$ cat src/rtl/pipe_hazard_ctrl_pkg.sv
// pipe_hazard_ctrl_pkg: control codes, FSM states and arbitration rule ids shared by the hazard controller
package pipe_hazard_ctrl_pkg;
  localparam int CTRL_W = 2;
  localparam logic [CTRL_W-1:0] CTRL_PASS     = 2'b00;
  localparam logic [CTRL_W-1:0] CTRL_STALL    = 2'b01;
  localparam logic [CTRL_W-1:0] CTRL_BUBBLE   = 2'b10;
  localparam logic [CTRL_W-1:0] CTRL_REDIRECT = 2'b11;
  typedef enum logic {S_RUN = 1'b0, S_WAIT = 1'b1} state_e;
  typedef enum logic [2:0] {
    R_RESET, R_DCACHE, R_TRAP, R_BRANCH, R_WAIT, R_LOAD_USE, R_IMISS, R_PASS
  } rule_e;
  function automatic logic [CTRL_W-1:0] pc_code(input rule_e r);
    return (r == R_TRAP || r == R_BRANCH) ? CTRL_REDIRECT : (r == R_PASS) ? CTRL_PASS : CTRL_STALL;
  endfunction
endpackage

$ cat src/rtl/pipe_hazard_ctrl_pattern_gen.sv
// hazard_pattern_gen: maps the winning arbitration rule to the per-register control code vector
module hazard_pattern_gen
  import pipe_hazard_ctrl_pkg::*;
#(
  parameter int NSTAGE    = 4,
  parameter int EX_STAGE  = 2,
  parameter int MEM_STAGE = 3
) (
  input  rule_e                     rule_i,
  output logic [CTRL_W*NSTAGE-1:0]  ctrl_stage_o
);
  for (genvar k = 0; k < NSTAGE; k++) begin : g_stage
    assign ctrl_stage_o[CTRL_W*k +: CTRL_W] =
      (rule_i == R_RESET || rule_i == R_TRAP) ? CTRL_BUBBLE :
      (rule_i == R_DCACHE) ? ((k < MEM_STAGE) ? CTRL_STALL : (k == MEM_STAGE) ? CTRL_BUBBLE : CTRL_PASS) :
      (rule_i == R_BRANCH) ? ((k < EX_STAGE) ? CTRL_BUBBLE : CTRL_PASS) :
      (rule_i == R_WAIT || rule_i == R_IMISS) ? ((k == 0) ? CTRL_BUBBLE : CTRL_PASS) :
      (rule_i == R_LOAD_USE) ? ((k == 0) ? CTRL_STALL : (k == EX_STAGE - 1) ? CTRL_BUBBLE : CTRL_PASS) :
      CTRL_PASS;
  end
endmodule

$ cat src/rtl/pipe_hazard_ctrl.sv
// pipe_hazard_ctrl: arbitrates stalls, flushes and redirects for the PC and pipeline registers
module pipe_hazard_ctrl
  import pipe_hazard_ctrl_pkg::*;
#(
  parameter int NSTAGE       = 4,
  parameter int EX_STAGE     = 2,
  parameter int MEM_STAGE    = 3,
  parameter int ADDR_W       = 64,
  parameter int REDIRECT_LAT = 1,
  parameter int CNT_W        = 32
) (
  input  logic                     clk,
  input  logic                     rst,
  input  logic                     icache_data_valid_i,
  input  logic                     dcache_busy_i,
  input  logic                     load_use_i,
  input  logic                     ex_branch_flag_i,
  input  logic [ADDR_W-1:0]        ex_pc_new_i,
  input  logic                     trap_req_i,
  input  logic [ADDR_W-1:0]        trap_vec_i,
  output logic [CTRL_W-1:0]        ctrl_pc_o,
  output logic [CTRL_W*NSTAGE-1:0] ctrl_stage_o,
  output logic [ADDR_W-1:0]        ctrl_to_pc_new_o,
  output logic [CNT_W-1:0]         stall_cnt_o,
  output logic [CNT_W-1:0]         flush_cnt_o
);
  localparam int HOLD_W = (REDIRECT_LAT > 1) ? $clog2(REDIRECT_LAT) : 1;
  if (EX_STAGE < 1 || MEM_STAGE <= EX_STAGE || MEM_STAGE >= NSTAGE || REDIRECT_LAT < 1) begin : g_bad_params
    $error("pipe_hazard_ctrl: illegal stage/latency parameters");
  end
  state_e              state_q, state_d;
  logic [HOLD_W-1:0]   hold_q, hold_d;
  logic [CNT_W-1:0]    stall_q, stall_d, flush_q, flush_d;
  rule_e               rule;
  logic                redirect;
  // A branch seen in S_WAIT is ignored: EX only holds a bubble there.
  always_comb begin
    rule = rst ? R_RESET :
           dcache_busy_i ? R_DCACHE :
           trap_req_i ? R_TRAP :
           (ex_branch_flag_i && state_q == S_RUN) ? R_BRANCH :
           (state_q == S_WAIT) ? R_WAIT :
           load_use_i ? R_LOAD_USE :
           !icache_data_valid_i ? R_IMISS : R_PASS;
    redirect = (rule == R_TRAP) || (rule == R_BRANCH);
    ctrl_pc_o = pc_code(rule);
    ctrl_to_pc_new_o = (rule == R_RESET) ? '0 : (rule == R_TRAP) ? trap_vec_i : ex_pc_new_i;
    state_d = redirect ? S_WAIT :
              (rule == R_WAIT && hold_q == '0 && icache_data_valid_i) ? S_RUN : state_q;
    hold_d = redirect ? HOLD_W'(REDIRECT_LAT - 1) :
             (rule == R_WAIT && hold_q != '0) ? hold_q - HOLD_W'(1) : hold_q;
    stall_d = stall_q + CNT_W'(ctrl_pc_o == CTRL_STALL);
    flush_d = flush_q + CNT_W'(redirect);
  end
  always_ff @(posedge clk or posedge rst) begin
    if (rst) begin
      state_q <= S_RUN;
      hold_q  <= '0;
      stall_q <= '0;
      flush_q <= '0;
    end else begin
      state_q <= state_d;
      hold_q  <= hold_d;
      stall_q <= stall_d;
      flush_q <= flush_d;
    end
  end
  assign stall_cnt_o = stall_q;
  assign flush_cnt_o = flush_q;
  hazard_pattern_gen #(
    .NSTAGE   (NSTAGE),
    .EX_STAGE (EX_STAGE),
    .MEM_STAGE(MEM_STAGE)
  ) u_pattern (
    .rule_i      (rule),
    .ctrl_stage_o(ctrl_stage_o)
  );
endmodule

$ cat config.mk
export PLATFORM = sky130hd
export DESIGN_NAME = pipe_hazard_ctrl
export DESIGN_NICKNAME = d
export VERILOG_FILES = /design/src/rtl/pipe_hazard_ctrl_pkg.sv /design/src/rtl/pipe_hazard_ctrl_pattern_gen.sv /design/src/rtl/pipe_hazard_ctrl.sv
export SDC_FILE = /design/constraint.sdc
export NUM_CORES = 1
export LEC_CHECK = 0
export CORE_MARGIN = 2
export CORE_UTILIZATION = 39
export DETAILED_ROUTE_END_ITERATION = 8
export GPL_TIMING_DRIVEN = 0
export PLACE_DENSITY_LB_ADDON = 0.25
export SYNTH_ARGS = -nofsm -noshare
export SYNTH_HDL_FRONTEND = slang
export SYNTH_HIERARCHICAL = 1
export SYNTH_SLANG_ARGS = --single-unit
$ cat constraint.sdc
create_clock -name clk -period 7.3 [get_ports clk]
set_input_delay 1.46 -clock clk [delete_from_list [all_inputs] [get_ports clk]]
set_output_delay 1.46 -clock clk [all_outputs]
set_load 0.05 [all_outputs]
* Word level (Yosys, flattened, before mapping)
Index checks and enable logic that the tools add are counted.
** Cells by class
- $add $sub $neg :: 3
- Equal/unequal tests :: 8
- Mux-type cells :: 29
- Bitwise gates (word level) :: 2
- Reduce and logical (&&, ||, !) cells :: 10
** Operator list (number)
- $mux 64 :: 2
- $add 32x1->32 :: 2
- $mux 2 :: 15
- $eq 3x3->1 const B :: 4
- $mux 3 :: 4
- $mux 1 :: 8
- $eq 3x2->1 const B :: 2
- $logic_and 1x1->1 :: 4
- $reduce_bool 2->1 :: 2
- $eq 3x1->1 const B :: 1
- $logic_not 3->1 :: 1
- $logic_or 1x1->1 :: 3
- $eq 2x1->1 const B :: 1
- $not 1->1 :: 2
- $sub 1x1->1 const B :: 1
** Word-level totals
- Bits in registers :: 66
- Input bits :: 135
- Output and inout bits :: 138

* Longest topological paths before layout
- Depth in word-level cells :: 13
- Mapped depth :: 10
- Depth with buffers taken out :: 9

* By module
The synthesis kept the hierarchy.
** By module, submodules not included
- pipe_hazard_ctrl :: times used 1, cells an instance 482, area each 3908.7 um2, seq. area each 1651.6 um2
- hazard_pattern_gen :: times used 1, cells an instance 10, area each 67.6 um2, seq. area each 0.0 um2

* Worst setup path after synthesis
OpenSTA, ideal clock, no wires.
- Path type :: input to output
- From :: in rst
- To :: out ctrl_stage_o[1]
- Arrival :: 3.316 ns
- Required time :: 5.840 ns
- Path slack :: 2.524 ns
- Stages on the path :: 5
- Path buffers :: 1
- Cell sequence :: clkbuf_1 nor2_1 a21boi_1 inv_1 o21ai_0
** On the way
- Cells in the longest elaborated chain, start to end :: 7
- Elaborated cells on any way between the ends :: 13
- Classes of those cells :: 5 x eq/ne; 5 x mux; 3 x reduce/logical
** RTL lines
- start, declared :: RTL line pipe_hazard_ctrl.sv:13 : input logic rst,
- $mux 3 * :: RTL line pipe_hazard_ctrl.sv:38 : rule = rst ? R_RESET :
- named net rule[1] :: RTL line pipe_hazard_ctrl.sv:34 : rule_e rule;
- $eq 3x3->1 :: RTL line pipe_hazard_ctrl_pattern_gen.sv:17 : (rule_i == R_WAIT || rule_i == R_IMISS) ? ((k == 0) ? CTRL_BUBBLE : CTRL_PASS) :
- $logic_or 1x1->1 :: RTL line pipe_hazard_ctrl_pattern_gen.sv:17
- $mux 2 :: RTL line pipe_hazard_ctrl_pattern_gen.sv:17
- $mux 2 :: RTL line pipe_hazard_ctrl_pattern_gen.sv:16 : (rule_i == R_BRANCH) ? ((k < EX_STAGE) ? CTRL_BUBBLE : CTRL_PASS) :
- $mux 2 :: RTL line pipe_hazard_ctrl_pattern_gen.sv:15 : (rule_i == R_DCACHE) ? ((k < MEM_STAGE) ? CTRL_STALL : (k == MEM_STAGE) ? CTRL_BUBBLE : CTRL_PASS) :
- $mux 2 * :: RTL line pipe_hazard_ctrl_pattern_gen.sv:14 : (rule_i == R_RESET || rule_i == R_TRAP) ? CTRL_BUBBLE :
- end, declared :: RTL line pipe_hazard_ctrl.sv:22 : output logic [CTRL_W*NSTAGE-1:0] ctrl_stage_o,
Mark *: on every way through the listed nets, which the timed path passes. The rest lies on a longest branch.

* Final worst setup path
- From :: in trap_req_i
- To :: out ctrl_to_pc_new_o[45]
** On the way
- Cells in the longest elaborated chain, start to end :: 6
- Elaborated cells on any way between the ends :: 7
- Classes of those cells :: 1 x eq/ne; 5 x mux; 1 x reduce/logical
** RTL lines
- start, declared :: RTL line pipe_hazard_ctrl.sv:19 : input logic trap_req_i,
- $mux 3 * :: RTL line pipe_hazard_ctrl.sv:40 : trap_req_i ? R_TRAP :
- $mux 3 * :: RTL line pipe_hazard_ctrl.sv:39 : dcache_busy_i ? R_DCACHE :
- $mux 3 * :: RTL line pipe_hazard_ctrl.sv:38
- $eq 3x2->1 :: RTL line pipe_hazard_ctrl.sv:47 : ctrl_to_pc_new_o = (rule == R_RESET) ? '0 : (rule == R_TRAP) ? trap_vec_i : ex_pc_new_i;
- $mux 64 :: RTL line pipe_hazard_ctrl.sv:47
- $mux 64 * :: RTL line pipe_hazard_ctrl.sv:47
- end, declared :: RTL line pipe_hazard_ctrl.sv:23 : output logic [ADDR_W-1:0] ctrl_to_pc_new_o,
Mark *: on every way between the ends. The rest lies on a longest branch, timed or not.

==> flow_summary_export.csv <==
group,metric,value,unit
synthesis,ys.flop_type,"dfrtp_1",
status,outcome,"finished, final reports clean",
detailed_routing,viasPerCell,5.22,
synthesis,synth_area_per_cell,8.08,sq um
pwr,total_power,1.38,mW
synthesis,yosysWarningCount,6,
cells_and_area,fillCellCount,723,
detailed_routing,dr.pass1.iters,5,
timing,rsz0062_at_grt,"no",
min_path,min_from,"flush_cnt_o[22]",
die,core,0.00982,sq mm
clocking,cts_setup_buffers,0,
clocking,cts_buffers,9,
cells_and_area,drive_gt1_share,4.36,%
synthesis,synth_area,0.00398,sq mm
cells_and_area,multi_input_area,0.00219,sq mm
clocking,clk_pin_slew,80,ps
synthesis,syn-num-nets,631,
timing,final.setup_skew,11.1,ps
global_routing,antenna_found_initial,0,
timing,slew_headroom,39.8,%
critical_path,critPathLaunchType,"input pin",
placement,port_buffers,270,
timing,hold_ws,490,ps
critical_path,crit_path_end_kind,"output port",
timing,finalCritPeriodShare,80.7,%
critical_path,path_class,"input pin to output port",
timing,fin_ws,1410,ps
die,die_w,105,um
cells_and_area,regArea,0.00165,sq mm
critical_path,crit_slowest_cell,"clkdlybuf4s50_1",
critical_path,timing.rr.end,"flush_cnt_o[30]",
placement,gp_congestion,0.968,
detailed_routing,final_antenna_net_count,0,
cells_and_area,area_delta_synth_final,78.9,%
flow_run,cap_violations,0,
cells_and_area,antennaDiodeCount,0,
timing,max_slew.worst_pin.slew,896,ps
cells_and_area,final_net_count,913,
critical_path,critPathMaxFanout,10,
synthesis,synth_area_leaders,"dfrtp_1, nand2_1, a21oi_1",
detailed_routing,vias,4764,
critical_path,rr_worst_depth,9,
synthesis,ys_async_sr_fraction,100,%
clocking,ctsRootBufferMaster,"clkbuf_8",
critical_path,path_common_cell,"clkdlybuf4s50_1",
synthesis,synth.top_cell.area_share,41.5,%
clocking,cts_resized,0,
detailed_routing,drc,0,
timing,period_needed,5890,ps
critical_path,crit_path_cell_trace,"clkdlybuf4s50_1 > inv_2 > nor3_2 > clkbuf_1 > nand2_1 > a21oi_1 > clkdlybuf4s50_1",
detailed_routing,routed_wl,18.1,mm
die,initial_utilization,40.5,%
clocking,cts.htree.levels,3,
critical_path,cp_data_arrival_time,4430,ps
placement,place_ws,1450,ps
synthesis,synth_commonest_cells,"nand2_1, a21oi_1, dfrtp_1",
synthesis,syn_inst,492,
synthesis,synth_top_area_cell,"dfrtp_1",
global_routing,grt_pass1_wl,27.0,mm
clocking,ctsHoldBuffers,0,
die,die-area,0.0110,sq mm
global_routing,overflow,0,
die,io_pins,273,
die,num_rows,36,
placement,dp_hpwl,14.6,mm
timing,finalMaxSlewViolations,0,
synthesis,synth_cell_type_count,36,
synthesis,ys_seq_elements,66,
critical_path,crit_required,5840,ps
timing,hold_violations,0,
detailed_routing,initialDrtViolationCount,268,
detailed_routing,wl_per_cell,19.9,um
die,dieHeight,105,um
clocking,clk-insertion-delay-late,350,ps
critical_path,reg2reg_setup_slack,4970,ps
timing,max_freq,170,MHz
timing,setup_viol,0,
synthesis,ys_seq_area_share,41.5,%
clocking,clk_path_buf_depth,2,
critical_path,r2r_start,"state_q",
critical_path,critPathMaxStageDelay,890,ps
pwr,ir_drop,0.122,mV
min_path,hold_depth,1,
timing,setup_tns,0,ps
synthesis,synth-edff-count,0,
min_path,min-delay-path-class,"flop to flop",
min_path,hold-path-endpoint,"flush_cnt_o[22]",
global_routing,track_usage,32.4,%
global_routing,grt_max_degree,35,
synthesis,synth.most_common_cell,"nand2_1",
global_routing,grt_pass1_vias,4697,
clocking,cts_tree,"done",
cells_and_area,fin_util,72.5,%
clocking,cts_sinks,66,
pwr,p_leak,3.03,nW
pwr,powerDensity,194,mW/mm^2
-- routing by layer --
metal  GRT usage (%)  vias up  routed length, um
li1                -     2212                  -
met1            38.0     2295               6810
met2            60.4      237               9840
met3            6.80       20               1230
met4            6.76        0                252
met5               0        -                  0
-- flip-flops by register name, summed over array words and instances (netlist names) --
signal and cells:
flush_cnt_o 32, hold_q 1, stall_cnt_o 32, state_q 1
-- per-stage QoR --
step                instances  area (sq um)
finish                    912          7120
detailed placement        896          6870
global placement          895          6850
global route              912          7120
CTS                       912          7120
floorplan                 492          3980
-- kinds of logic after synthesis --
kind of cell	after synthesis	synth area share, %
compound gates	74	9.57
xor+xnor	61	13.4
fa+ha+maj	4	1.26
buf+inv	33	3.43
flops	66	41.5
other cells	1	0.0943
simple gates	253	30.7
-- power by group --
part	leakage, nW	switching (mW)	internal (mW)	total, mW
sequential	0.893	0.0466	0.400	0.447
clock	0.122	0.161	0.230	0.391
combinational	2.02	0.338	0.203	0.541
total	3.03	0.545	0.834	1.38
-- worst max-delay path by stage --
stage,cells after the start,startpoint,end
6_report,7,trap_req_i,ctrl_to_pc_new_o[45]
5_1_grt,7,trap_req_i,ctrl_to_pc_new_o[52]
4_1_cts,7,trap_req_i,ctrl_to_pc_new_o[52]
3_5_place_dp,7,trap_req_i,ctrl_to_pc_new_o[52]
3_3_place_gp,7,trap_req_i,ctrl_to_pc_new_o[45]
2_1_floorplan,5,rst,ctrl_stage_o[1]
-- cells in the final DEF, fill, tap and decap left out, types with 2 or more instances in the layout --
| cell | netlist | final |
|---|---|---|
| a21oi_1 | 66 | 66 |
| and2_1 | 5 | 5 |
| and3_1 | 6 | 6 |
| and4_1 | 7 | 7 |
| buf_4 | 3 | 3 |
| bufinv_16 | 0 | 3 |
| clkbuf_1 | 21 | 21 |
| clkbuf_8 | 0 | 9 |
| clkdlybuf4s50_1 | 0 | 270 |
| clkinv_4 | 0 | 2 |
| dfrtp_1 | 66 | 66 |
| ha_1 | 4 | 4 |
| inv_1 | 6 | 5 |
| inv_2 | 1 | 2 |
| nand2_1 | 151 | 151 |
| nand3_1 | 24 | 24 |
| nand4_1 | 16 | 16 |
| nand4_2 | 2 | 2 |
| nor2_1 | 14 | 14 |
| nor3_1 | 10 | 10 |
| nor4_1 | 4 | 4 |
| nor4_2 | 3 | 3 |
| nor4_4 | 2 | 2 |
| o21ai_0 | 4 | 4 |
| or3_1 | 3 | 3 |
| xnor2_1 | 36 | 36 |
| xor2_1 | 25 | 25 |
-- final cells by class --
| type | count | share of cell area (%) |
|---|---|---|
| buffer | 26 | 1.55 |
| clock buffer | 9 | 1.74 |
| clock inverter | 7 | 1.78 |
| inverter | 7 | 0.369 |
| multi-input combinational | 393 | 30.8 |
| sequential | 66 | 23.2 |
| tap | 133 | 2.34 |
| timing repair buffer | 271 | 38.3 |
-- critical path, delay by kind of cell --
kind	cells	cell delay (ps)
compound gates	1	260
buf+inv	4	2000
simple gates	2	710
(Power assumes the default switching activity.)
